$ cat src/rtl/mpmc_pkg.sv
// Shared types and helpers for the round-robin multi-port memory controller.
package mpmc_pkg;

   typedef enum logic [1:0] {
      IDLE      = 2'd0,
      BUSY      = 2'd1,
      LOW_POWER = 2'd2
   } mpmc_state_t;

   function automatic int calc_aw(input int depth);
      return (depth > 1) ? $clog2(depth) : 1;
   endfunction

endpackage

$ cat src/rtl/mpmc_rr_arbiter.sv
// Combinational round-robin picker: first requesting port at or after ptr, wrapping upward.
module mpmc_rr_arbiter #(
   parameter  int NPORTS = 2,
   localparam int PW     = $clog2(NPORTS)
) (
   input  logic [NPORTS-1:0] req_i,
   input  logic [PW-1:0]     ptr_i,
   output logic [NPORTS-1:0] gnt_o,
   output logic [PW-1:0]     idx_o,
   output logic              valid_o
);

   logic [PW:0] cand;

   always_comb begin
      gnt_o   = '0;
      idx_o   = '0;
      valid_o = 1'b0;
      cand    = '0;
      for (int i = 0; i < NPORTS; i++) begin
         // ptr + i is below 2*NPORTS, so a single subtraction gives the modulo
         cand = {1'b0, ptr_i} + (PW+1)'(i);
         if (cand >= (PW+1)'(NPORTS)) begin
            cand = cand - (PW+1)'(NPORTS);
         end
         if (!valid_o && req_i[cand[PW-1:0]]) begin
            valid_o              = 1'b1;
            idx_o                = cand[PW-1:0];
            gnt_o[cand[PW-1:0]]  = 1'b1;
         end
      end
   end

endmodule

$ cat src/rtl/mpmc_rr_ctrl.sv
// N-port round-robin controller onto a local register-file memory, with fixed access
// latency and an idle-timeout low-power state.
//
//   state     | meaning
//   ----------+-----------------------------------------------------------
//   IDLE      | waiting for requests; counts idle cycles toward LOW_POWER
//   BUSY      | serving the latched access for LATENCY cycles
//   LOW_POWER | asleep after TIMEOUT idle cycles; any req wakes to IDLE
module mpmc_rr_ctrl
   import mpmc_pkg::*;
#(
   parameter  int NPORTS  = 2,
   parameter  int DW      = 8,
   parameter  int DEPTH   = 16,
   parameter  int LATENCY = 2,
   parameter  int TIMEOUT = 10,
   localparam int AW      = calc_aw(DEPTH),
   localparam int PW      = $clog2(NPORTS)
) (
   input  logic                 clk_i,
   input  logic                 rst_n_i,
   input  logic [NPORTS-1:0]    req_i,
   input  logic [NPORTS-1:0]    rw_i,
   input  logic [NPORTS*AW-1:0] addr_i,
   input  logic [NPORTS*DW-1:0] wdata_i,
   output logic [NPORTS-1:0]    grant_o,
   output logic [NPORTS-1:0]    rvalid_o,
   output logic [DW-1:0]        rdata_o,
   output logic                 busy_o,
   output logic                 low_power_o
);

   localparam int CW = (LATENCY > 1) ? $clog2(LATENCY) : 1;
   localparam int TW = (TIMEOUT > 1) ? $clog2(TIMEOUT) : 1;

   mpmc_state_t       state_q, state_d;
   logic [PW-1:0]     ptr_q, ptr_d;
   logic [CW-1:0]     cnt_q, cnt_d;
   logic [TW-1:0]     idle_q, idle_d;
   logic [NPORTS-1:0] grant_q, grant_d;
   logic [NPORTS-1:0] rvalid_q, rvalid_d;
   logic [DW-1:0]     rdata_q, rdata_d;
   logic              busy_q, busy_d;
   logic              lp_q, lp_d;
   logic [PW-1:0]     port_q, port_d;
   logic              rw_q, rw_d;
   logic [AW-1:0]     addr_q, addr_d;
   logic [DW-1:0]     wdata_q, wdata_d;
   logic              mem_we;

   logic [DW-1:0]     mem_q [DEPTH];

   logic [NPORTS-1:0] arb_gnt;
   logic [PW-1:0]     arb_idx;
   logic              arb_valid;

   mpmc_rr_arbiter #(.NPORTS(NPORTS)) u_arb (
      .req_i   (req_i),
      .ptr_i   (ptr_q),
      .gnt_o   (arb_gnt),
      .idx_o   (arb_idx),
      .valid_o (arb_valid)
   );

   always_comb begin
      state_d  = state_q;
      ptr_d    = ptr_q;
      cnt_d    = cnt_q;
      idle_d   = idle_q;
      grant_d  = '0;
      rvalid_d = '0;
      rdata_d  = rdata_q;
      port_d   = port_q;
      rw_d     = rw_q;
      addr_d   = addr_q;
      wdata_d  = wdata_q;
      mem_we   = 1'b0;
      case (state_q)
         IDLE: begin
            if (arb_valid) begin
               grant_d = arb_gnt;
               port_d  = arb_idx;
               rw_d    = rw_i[arb_idx];
               addr_d  = addr_i[int'(arb_idx)*AW +: AW];
               wdata_d = wdata_i[int'(arb_idx)*DW +: DW];
               ptr_d   = (arb_idx == PW'(NPORTS-1)) ? '0 : arb_idx + PW'(1);
               idle_d  = '0;
               cnt_d   = '0;
               state_d = BUSY;
            end else if (idle_q == TW'(TIMEOUT-1)) begin
               state_d = LOW_POWER;
            end else begin
               idle_d = idle_q + TW'(1);
            end
         end
         BUSY: begin
            if (cnt_q == CW'(LATENCY-1)) begin
               state_d = IDLE;
               if (rw_q) begin
                  mem_we = 1'b1;
               end else begin
                  rdata_d          = mem_q[addr_q];
                  rvalid_d[port_q] = 1'b1;
               end
            end else begin
               cnt_d = cnt_q + CW'(1);
            end
         end
         LOW_POWER: begin
            // wake cycle only; the grant comes from IDLE on the next edge
            if (|req_i) begin
               state_d = IDLE;
               idle_d  = '0;
            end
         end
         default: state_d = IDLE;
      endcase
      busy_d = (state_d == BUSY);
      lp_d   = (state_d == LOW_POWER);
   end

   always_ff @(posedge clk_i) begin
      if (!rst_n_i) begin
         state_q  <= IDLE;
         ptr_q    <= '0;
         cnt_q    <= '0;
         idle_q   <= '0;
         grant_q  <= '0;
         rvalid_q <= '0;
         rdata_q  <= '0;
         busy_q   <= 1'b0;
         lp_q     <= 1'b0;
         port_q   <= '0;
         rw_q     <= 1'b0;
         addr_q   <= '0;
         wdata_q  <= '0;
      end else begin
         state_q  <= state_d;
         ptr_q    <= ptr_d;
         cnt_q    <= cnt_d;
         idle_q   <= idle_d;
         grant_q  <= grant_d;
         rvalid_q <= rvalid_d;
         rdata_q  <= rdata_d;
         busy_q   <= busy_d;
         lp_q     <= lp_d;
         port_q   <= port_d;
         rw_q     <= rw_d;
         addr_q   <= addr_d;
         wdata_q  <= wdata_d;
      end
   end

   // storage is not reset; a reset on the commit edge drops the write
   always_ff @(posedge clk_i) begin
      if (rst_n_i && mem_we) begin
         mem_q[addr_q] <= wdata_q;
      end
   end

   assign grant_o     = grant_q;
   assign rvalid_o    = rvalid_q;
   assign rdata_o     = rdata_q;
   assign busy_o      = busy_q;
   assign low_power_o = lp_q;

endmodule

$ cat config.mk
export PLATFORM = sky130hd
export DESIGN_NAME = mpmc_rr_ctrl
export DESIGN_NICKNAME = d
export VERILOG_FILES = /design/src/rtl/mpmc_pkg.sv /design/src/rtl/mpmc_rr_arbiter.sv /design/src/rtl/mpmc_rr_ctrl.sv
export SDC_FILE = /design/constraint.sdc
export NUM_CORES = 1
export LEC_CHECK = 0
export CAP_MARGIN = 10
export CORE_ASPECT_RATIO = 1.75
export CORE_UTILIZATION = 52
export CTS_CLUSTER_SIZE = 14
export DETAILED_ROUTE_END_ITERATION = 12
export PLACE_DENSITY = 0.86
export SYNTH_ARGS = -nofsm -noshare
export SYNTH_HDL_FRONTEND = slang
export SYNTH_SLANG_ARGS = --single-unit
$ cat constraint.sdc
create_clock -name clk_i -period 1.92 [get_ports clk_i]
set_input_delay 0.48 -clock clk_i [delete_from_list [all_inputs] [get_ports clk_i]]
set_output_delay 0.48 -clock clk_i [all_outputs]
set_load 0.05 [all_outputs]
==> results by group <==
Floorplan
  – Die Wd: 85.49 um
  – Die ar.: 12660 um^2
  – Ports: 44
  – Site Rows: 53
  – Starting Density: 53.13%
  – Die Y: 148.1 um
  – Core ar.: 11940 um^2

Setup path
  – Critical Path Start Type: register
  – Kind of critical path: reg -> reg
  – Crit-path max FO: 5
  – Worst endpoint required time: 2060 ps
  – Cell family with most CP delay: simple AND/OR/NAND/NOR gates
  – Cell Chain, Critical Path: nor2b_4, and4_1, buf_6, nand3b_1, nor3_2, buf_4
  – Max stage delay cell, worst path: dfxtp_1
  – Largest stage delay, worst path: 350 ps
  – WP data arrival: 1950 ps
  – WP buf/inv: 2
  – Nature of the critical path endpoint: register

STA
  – Finish-stage setup viols: 0
  – Fmax: 552.9 MHz
  – Worst clock skew: 12.90 ps
  – Fin crit period: 1809 ps
  – Max_slew headroom: 52.83%
  – Hold WS: 439.0 ps
  – Fin. Hold Viols: 0
  – Unrepaired setup endpoints after global routing: false
  – Worst slew pin tran: 706.6 ps
  – Final worst setup slack: 111.3 ps
  – Max Slew Vio Count: 0
  – Final Cycle Share: 94.20%
  – Setup tns final: 0 ps

Synth
  – Yosys top cell area share: 60.60%
  – Seq/Total Area, Yosys: 71.97%
  – Primary FF master, synth: edfxtp_1
  – Post-Syn Area: 6342 um^2
  – Synth cell types: 39
  – Syn. warnings: 0
  – Ys async rst share: 0%
  – Area leader, netlist: edfxtp_1
  – Syn_area_per_cell: 18.17 um^2
  – Cells after synthesis: 349
  – Synth cell count leaders: 128 x edfxtp_1, 36 x dfxtp_1, 32 x mux4_2
  – #FFs+latches synth: 164
  – Largest cells by area after synthesis: edfxtp_1 61%, dfxtp_1 11%, mux4_2 11%
  – Net Count, Synth: 381
  – Post-synth EDFFs: 128
  – Count leader, synth: edfxtp_1

Place
  – Routability cong.: 0.8782
  – # port buffers: 43
  – Post-DP Area: 7144 um^2
  – Pre-CTS WS: -479.9 ps
  – HPWL after detailed placement: 9231 um

Detailed routing
  – Number of vias per cell: 6.155
  – Total detailed-routing wirelength: 13720 um
  – ANT nets after route: 0
  – Drt wl/cell: 23.58 um
  – Via count: 3582
  – Initial DRC Count: 334
  – Drt pass-1 iters: 8
  – # DRC: 0

Worst hold path
  – Worst Hold Class: reg -> reg

Job
  – Max-cap violation count: 0

Global routing
  – Vias in the first global route: 3745
  – Gr usage total: 23.49%
  – Largest net degree at the start of global routing: 33
  – GRT overflow: 0
  – Initial antenna violation count: 0
  – First-pass GRT wire length: 21040 um

Clocking
  – Clk_lat worst skew: 440 ps
  – Post-CTS Setup Bufs: 0
  – CTS resizes: 9
  – H-tree depth: 4
  – CTS tree: yes
  – Register clock-pin slew on the reported worst setup and hold paths: 60 ps
  – Clk sink count: 164
  – Root buffer cell: clkbuf_16
  – Clock Path Buffers: 2
  – CTS Hold Bufs: 0
  – Clock buffer count from CTS: 17

Finish
  – Fin util: 64.76%
  – Synth-to-Final Area Change: 21.88%
  – Fillers: 776
  – Final nets: 464
  – Diodes inserted: 0
  – Layout cell share with drive strength beyond 1: 30.79%
  – Final Instance Area: 7730 um^2

Power
  – PD cells: 993.2 nW/um^2
  – Peak supply drop: 0.7950 mV
  – Leak Pwr: 2.547 nW

Status
  – Outcome: finished, final reports clean
==> cells in the final DEF, fill, tap and decap left out, types with 3 or more instances in the layout <==
cell type and count:
and2_1 3, o21ai_0 15, edfxtp_1 128, clkbuf_16 17
nor2_1 15, buf_4 53, and3_1 3, clkinvlp_4 5
inv_6 3, dfxtp_1 35, a21oi_1 4, a221oi_1 8
mux4_2 32, nor2b_1 13, clkdlybuf4s50_1 28, clkinv_4 4
mux2i_1 16, nand2b_1 4, nand2_1 4, a222oi_1 13
==> sequential cells by signal, summed over array words and instances, names as in the netlist <==
signal       count
grant_o          2
idle_q           4
rdata_o          8
low_power_o      1
wdata_q          8
mem_q          128
state_q          2
rw_q             1
rvalid_o         2
cnt_q            1
port_q           1
ptr_q            1
busy_o           1
addr_q           4
==> worst paths after layout <==
kind | from | endpoint | slack, ps | depth (start not counted)
worst min register to register | port_q$_SDFFE_PN0P_ | rvalid_o[0]$_SDFF_PP0_ | 440 | 1
worst max register to register | state_q[1]$_SDFF_PN0_ | mem_q[8][6]$_DFFE_PP_ | 110 | 6
worst min-delay path | port_q$_SDFFE_PN0P_ | rvalid_o[0]$_SDFF_PP0_ | 440 | 1
worst max-delay path | state_q[1]$_SDFF_PN0_ | mem_q[8][6]$_DFFE_PP_ | 110 | 6
==> final cells by class <==
| type | instances | area (um^2) | share of cell area, % |
|---|---|---|---|
| Sequential cell | 164 | 4566 | 59.06 |
| Multi-Input combinational cell | 161 | 1684 | 21.79 |
| Timing Repair Buffer | 86 | 749.5 | 9.696 |
| Clock buffer | 17 | 425.4 | 5.503 |
| Tap cell | 137 | 171.4 | 2.218 |
| Clock inverter | 15 | 126.4 | 1.635 |
| Inverter | 2 | 7.507 | 0.09712 |
==> where the power goes <==
group	switching [mW]	leakage, nW	total, mW	internal (mW)
Combinational	0.285	0.877	0.555	0.270
Clock	1.45	0.256	3.14	1.68
Sequential	0.0962	1.41	3.99	3.89
==> per-layer routing <==
metal	global-route usage (%)	vias to the layer above	share of wire, %
met1	25.83	1795	34
met2	43.12	170	57
met3	4.440	30	5.8
met5	0	-	0
li1	-	1587	-
met4	11.00	0	2.6
==> kinds of logic (layout without fill, tap and decap cells) <==
logic type | Yosys count | count (layout) | synth area share (%)
flip-flops | 164 | 164 | 71.97
AND/OR/NAND/NOR | 65 | 65 | 6.037
multiplexers | 48 | 48 | 13.89
AO/OA/AOI/OAI | 46 | 46 | 5.563
buffers and inverters | 24 | 120 | 2.150
adder cells (fa/ha/maj) | 2 | 2 | 0.3945
==> metrics by stage <==
stage | std cells | power [mW]
CTS | 582 | 7.681
floorplan | 349 | 4.373
global placement | 550 | 4.580
detailed placement | 550 | 4.606
global route | 582 | 7.852
finish | 582 | 7.678
No activity file was read; power rests on OpenSTA's default activity.
